File: src/rtl/dac_frame_rx_if.sv
// 3-wire DAC serial bus: sync (active low), sclk (idles high), sdata.
// master drives the bus (transmitter); slave listens (receiver/monitor).
interface dac_frame_rx_if;
    logic sclk;
    logic sdata;
    logic sync;

    modport master (
        output sclk,
        output sdata,
        output sync
    );

    modport slave (
        input sclk,
        input sdata,
        input sync
    );
endinterface

File: src/rtl/dac_frame_rx.sv
// Listening end of the 3-wire DAC link: oversamples sync/sclk/sdata in the
// clk_100M domain, captures 24-bit MSB-first frames, decodes cmd/data and
// keeps shadow gain/offset copies.
// Ports: clk_100M, rst_n (async low), bus (slave modport),
//   frame_valid/frame_err/unknown_cmd one-cycle pulses,
//   cmd, data, gain, offset, frame_cnt registered results.
module dac_frame_rx #(
    parameter logic [7:0] DAC_LOAD_A = 8'd16,
    parameter logic [7:0] DAC_LOAD_B = 8'd36,
    parameter int         FRAME_BITS = 24
) (
    input  logic                 clk_100M,
    input  logic                 rst_n,
    dac_frame_rx_if.slave        bus,
    output logic                 frame_valid,
    output logic                 frame_err,
    output logic                 unknown_cmd,
    output logic [7:0]           cmd,
    output logic [15:0]          data,
    output logic [15:0]          gain,
    output logic [15:0]          offset,
    output logic [15:0]          frame_cnt
);

    localparam logic [4:0] FB      = 5'(FRAME_BITS);
    localparam logic [4:0] CNT_MAX = 5'd31;

    typedef enum logic [1:0] {
        WAIT_IDLE,
        ARMED,
        SHIFT
    } state_t;

    // Reset: asserted asynchronously, released on clk_100M.
    logic rst_m;
    logic rst_s;

    always_ff @(posedge clk_100M or negedge rst_n) begin
        if (!rst_n) begin
            rst_m <= 1'b0;
            rst_s <= 1'b0;
        end else begin
            rst_m <= 1'b1;
            rst_s <= rst_m;
        end
    end

    // Bus synchronisers reset to the idle level. They leave reset two
    // cycles before the FSM, so a sync already low at release has
    // reached sync_s by the time WAIT_IDLE first looks at it.
    logic sclk_m, sclk_s, sclk_h;
    logic sync_m, sync_s, sync_h;
    logic sdata_m, sdata_s;

    always_ff @(posedge clk_100M or negedge rst_n) begin
        if (!rst_n) begin
            sclk_m  <= 1'b1;
            sclk_s  <= 1'b1;
            sclk_h  <= 1'b1;
            sync_m  <= 1'b1;
            sync_s  <= 1'b1;
            sync_h  <= 1'b1;
            sdata_m <= 1'b1;
            sdata_s <= 1'b1;
        end else begin
            sclk_m  <= bus.sclk;
            sclk_s  <= sclk_m;
            sclk_h  <= sclk_s;
            sync_m  <= bus.sync;
            sync_s  <= sync_m;
            sync_h  <= sync_s;
            sdata_m <= bus.sdata;
            sdata_s <= sdata_m;
        end
    end

    logic sclk_fall;
    logic sync_fall;
    logic sync_rise;

    assign sclk_fall = sclk_h & ~sclk_s;
    assign sync_fall = sync_h & ~sync_s;
    assign sync_rise = ~sync_h & sync_s;

    state_t      state_q, state_d;
    logic [23:0] shift_q, shift_d;
    logic [4:0]  bcnt_q, bcnt_d;
    logic        valid_q, valid_d;
    logic        err_q, err_d;
    logic        unk_q, unk_d;
    logic [7:0]  cmd_q, cmd_d;
    logic [15:0] data_q, data_d;
    logic [15:0] gain_q, gain_d;
    logic [15:0] offset_q, offset_d;
    logic [15:0] frame_cnt_q, frame_cnt_d;

    always_ff @(posedge clk_100M or negedge rst_s) begin
        if (!rst_s) begin
            state_q     <= WAIT_IDLE;
            shift_q     <= '0;
            bcnt_q      <= '0;
            valid_q     <= 1'b0;
            err_q       <= 1'b0;
            unk_q       <= 1'b0;
            cmd_q       <= '0;
            data_q      <= '0;
            gain_q      <= '0;
            offset_q    <= '0;
            frame_cnt_q <= '0;
        end else begin
            state_q     <= state_d;
            shift_q     <= shift_d;
            bcnt_q      <= bcnt_d;
            valid_q     <= valid_d;
            err_q       <= err_d;
            unk_q       <= unk_d;
            cmd_q       <= cmd_d;
            data_q      <= data_d;
            gain_q      <= gain_d;
            offset_q    <= offset_d;
            frame_cnt_q <= frame_cnt_d;
        end
    end

    always_comb begin
        state_d     = state_q;
        shift_d     = shift_q;
        bcnt_d      = bcnt_q;
        valid_d     = 1'b0;
        err_d       = 1'b0;
        unk_d       = 1'b0;
        cmd_d       = cmd_q;
        data_d      = data_q;
        gain_d      = gain_q;
        offset_d    = offset_q;
        frame_cnt_d = frame_cnt_q;

        unique case (state_q)
            WAIT_IDLE: begin
                if (sync_s) begin
                    state_d = ARMED;
                end
            end
            ARMED: begin
                // A coincident sclk fall is swallowed here.
                if (sync_fall) begin
                    state_d = SHIFT;
                    shift_d = '0;
                    bcnt_d  = '0;
                end
            end
            SHIFT: begin
                // sync rise has priority over a coincident sclk fall.
                if (sync_rise) begin
                    state_d = ARMED;
                    if (bcnt_q == FB) begin
                        valid_d     = 1'b1;
                        cmd_d       = shift_q[23:16];
                        data_d      = shift_q[15:0];
                        frame_cnt_d = frame_cnt_q + 16'd1;
                        unique case (1'b1)
                            (shift_q[23:16] == DAC_LOAD_A):
                                gain_d = shift_q[15:0];
                            (shift_q[23:16] == DAC_LOAD_B):
                                offset_d = shift_q[15:0];
                            default:
                                unk_d = 1'b1;
                        endcase
                    end else begin
                        err_d = 1'b1;
                    end
                end else if (sclk_fall) begin
                    shift_d = {shift_q[22:0], sdata_s};
                    if (bcnt_q != CNT_MAX) begin
                        bcnt_d = bcnt_q + 5'd1;
                    end
                end
            end
            default: begin
                state_d = WAIT_IDLE;
            end
        endcase
    end

    assign frame_valid = valid_q;
    assign frame_err   = err_q;
    assign unknown_cmd = unk_q;
    assign cmd         = cmd_q;
    assign data        = data_q;
    assign gain        = gain_q;
    assign offset      = offset_q;
    assign frame_cnt   = frame_cnt_q;

endmodule

File: src/flat_wrapper.sv
// flat-port wrapper written by rule: the top's interface ports become plain ports
module dac_frame_rx_flat 
#(
    parameter logic [7:0] DAC_LOAD_A = 8'd16,
    parameter logic [7:0] DAC_LOAD_B = 8'd36,
    parameter int         FRAME_BITS = 24
)
  (clk_100M, rst_n, frame_valid, frame_err, unknown_cmd, cmd, data, gain, offset, frame_cnt, bus_sclk, bus_sdata, bus_sync);
  dac_frame_rx_if bus_i ();
  input  logic clk_100M;
  input  logic rst_n;
  output logic frame_valid;
  output logic frame_err;
  output logic unknown_cmd;
  output logic [7:0] cmd;
  output logic [15:0] data;
  output logic [15:0] gain;
  output logic [15:0] offset;
  output logic [15:0] frame_cnt;
  input wire logic [$bits(bus_i.sclk)-1:0] bus_sclk;
  input wire logic [$bits(bus_i.sdata)-1:0] bus_sdata;
  input wire logic [$bits(bus_i.sync)-1:0] bus_sync;
  assign bus_i.sclk = bus_sclk;
  assign bus_i.sdata = bus_sdata;
  assign bus_i.sync = bus_sync;
  dac_frame_rx #(.DAC_LOAD_A(DAC_LOAD_A), .DAC_LOAD_B(DAC_LOAD_B), .FRAME_BITS(FRAME_BITS)) u_core (.clk_100M(clk_100M), .rst_n(rst_n), .bus(bus_i), .frame_valid(frame_valid), .frame_err(frame_err), .unknown_cmd(unknown_cmd), .cmd(cmd), .data(data), .gain(gain), .offset(offset), .frame_cnt(frame_cnt));
endmodule
File: config.mk
export PLATFORM = sky130hd
export DESIGN_NAME = dac_frame_rx_flat
export DESIGN_NICKNAME = d
export VERILOG_FILES = /design/src/rtl/dac_frame_rx_if.sv /design/src/rtl/dac_frame_rx.sv /design/src/flat_wrapper.sv
export SDC_FILE = /design/constraint.sdc
export NUM_CORES = 1
export LEC_CHECK = 0
export BUFFER_PORTS_ARGS = -buffer_cell sky130_fd_sc_hd__buf_4
export CAP_MARGIN = 20
export CORE_MARGIN = 4
export CORE_UTILIZATION = 45
export DETAILED_ROUTE_END_ITERATION = 10
export PLACE_DENSITY_LB_ADDON = 0.15
export SLEW_MARGIN = 30
export SYNTH_ARGS = -nofsm -noshare
export SYNTH_HDL_FRONTEND = slang
export SYNTH_SLANG_ARGS = --single-unit
export TNS_END_PERCENT = 5
File: constraint.sdc
create_clock -name clk_100M -period 6.5 [get_ports clk_100M]
set_input_delay 0.65 -clock clk_100M [delete_from_list [all_inputs] [get_ports clk_100M]]
set_output_delay 0.65 -clock clk_100M [all_outputs]
set_load 0.1 [all_outputs]
==> results.ini <==
[run_status]
status=completed

[timing]
hold-worst-slack_ps=248.7
slew_headroom_pct=35.52
hold_viol_final=0
rsz0062_at_grt=false
max_freq_mhz=286.2
finalCriticalPeriod_ps=3494
worstMarginPinSlew_ps=964.5
setup_tns_ps=0
skew_ps=10.87
finalCritPeriodShare_pct=53.75
finalMaxSlewViolations=0
setup_violations=0

[pwr]
ir_worst_vdd_mv=0.1698
power.density_mw_per_mm2=314.7
p_comb_share_pct=14.2
swShare_pct=25.90
intPower_uw=1405
total_power_uw=1897
leakage_uw=0.002971
seqPwrFrac_pct=40.3
clkPwrFrac_pct=45.5
switching_power_uw=491.2

[grt]
antenna_found_initial=0
overflow=0
track_usage_pct=15.71
grt_pass1_vias=3117
grt_max_degree=75
grt_pass1_wl_um=15470

[floorplan]
rows=37
core_area_mm2=0.01028
die_area_mm2=0.01226
io_pins=80
die_h_um=110.7
die_x_um=110.7
start_util_pct=46.19

[detailed_routing]
wl_met1_um=4282
met3_length_um=481
dr.first_iter.drc_count=112
first_pass_iters=4
dr_total_vias=3053
ant_nets=0
vias_per_cell=4.908
top_layer=met4
wirelength_um=9141
detail_route.wl_per_cell_um=14.70
wl_met2_um=4247
drc=0

[finish]
drive_gt1_share_pct=32.72
synthToLayoutAreaGrowth_pct=26.96
nNetsFinal=486
diodes=0

[job]
cap_violations=0

[setup_path]
end_kind=flip-flop
startpoint_type=flip-flop
cp_max_fo=57
cp.required_ps=6890
arrival_ps=3880
setup.worst_path.class=reg2reg

[cts]
clock_insertion_delay_worst_skew_ps=510
cts_tree=built
cts-root-buf=clkbuf_8
cts_sinks=116
cts_buffers=17
post_cts_buffers=0
htree_levels=4
cts_buffer_depth=2
clkTransAtPathRegs_ps=60

[synth]
ys_ff_latch=116
synth_common_cells=dfrtp_1, nand2_1, inv_1
synth_area_leaders=dfrtp_1, mux2_2, mux2i_1
avgSynthCellArea_um2=12.30
synth_flop_cell=dfrtp_1
synth_top_area_share_pct=56.93
async_flop_share_pct=100.0
ys_types=44
yosysMostFrequentCell=dfrtp_1
synth.largest_area_cell=dfrtp_1
syn_inst=386
synth_edf_count=0
mappedNetlistNets=399
syn-cell-area_mm2=0.004747
ys.warnings.count=0
synth.yosys.seq_area_share_pct=61.36

[worst_hold_path]
worst_hold_path_type=in2reg

[placement]
gp_congestion=0.7731
portBuffers=79
place_hpwl_um=6079

## cell type report
type	count	area (um2)
clock buffer	22	442.9
inverter	33	123.9
timing repair buffer	83	629.4
clock inverter	10	110.1
tap	136	170.2
sequential	116	2917
fill	870	4250
multi-input combinational	222	1634
## cell usage in the layout (no fill, tap or decap), drive strengths merged, types with 2 or more instances in the layout
cell and instances:
a211oi 2, buf 82, bufinv 2, clkbuf 22, clkinv 4, clkinvlp 4
dfrtp 108, dfstp 8, ha 8, inv 33, mux2 34, mux2i 24
nand2 58, nand2b 3, nand3 7, nand3b 3, nand4 7, nand4b 2
nor2 4, nor2b 2, nor3 5, nor4 2, o21ai 29, or2 2
or4 2, xnor2 10, xor2 5
## power groups by stage
stage / clock network (uW) / registers [uW] / logic [uW]
floorplan: 0 / 783 / 203
global placement: 0 / 776 / 266
detailed placement: 0 / 777 / 273
CTS: 880 / 765 / 273
global route: 915 / 768 / 296
finish: 862 / 765 / 270
## registers in the layout, summed over array words and instances (netlist names), 2 cells and up
name and count:
u_core.state_q 2, u_core.frame_cnt 16, u_core.shift_q 24, u_core.offset 16, u_core.bcnt_q 5, u_core.data 16
u_core.cmd 8, u_core.gain 16
## cell families after synthesis
group | Yosys count | share of synthesized area, %
buffers and inverters | 48 | 4.375
and+or+nand+nor | 100 | 10.38
AOI/OAI and AO/OA | 40 | 5.008
muxes | 58 | 13.92
xor gates and xnor gates | 15 | 2.767
other | 1 | 0.07900
adders and majority gates | 8 | 2.109
DFF | 116 | 61.36
## through the flow
step | area [um2] | instances | setup slack (ps) | util [%]
after floorplan | 4747 | 386 | 3269 | -
after global placement | 5460 | 589 | 3095 | 53.13
after detailed placement | 5460 | 589 | 3017 | 53.13
after CTS | 6023 | 622 | 2988 | 58.61
after global routing | 6027 | 622 | 2706 | 58.64
final | 6027 | 622 | 3006 | 58.64
## what timing repair did
action | 4_1_cts | 5_1_grt
resized for setup | 0 | 0
hold endpoints to repair | 2 | 0
setup endpoints to repair | 0 | 0
hold buffers | 1 | 0
## worst paths after layout
path	from	end	slack [ps]	cells past startpoint
worst max-delay path	u_core.state_q[0]	u_core.gain[1]	3010	8
worst min-delay path	bus_sclk	u_core.sclk_m	250	1
worst max register to register	u_core.state_q[0]	u_core.gain[1]	3010	8
worst min register to register	u_core.rst_s	u_core.offset[1]	270	0
max in group asynchronous	u_core.rst_s	u_core.cmd[4]	5240	1
min in group asynchronous	u_core.rst_s	u_core.offset[1]	270	0
## per-layer routing
metal	GRT usage (%)	up-vias
li1	-	1478
met1	21.60	1490
met2	23.30	72
met3	4.585	13
met4	6.650	0
met5	0	-
## worst max-delay path: stages, from the launching register on
cell,delay [ps]
dfrtp_1,400
inv_1,90
ha_1,140
buf_4,350
nand3b_1,180
or2_2,630
inv_1,280
nand3_1,720
mux2_2,560
No activity file was read; power rests on OpenSTA's default activity.
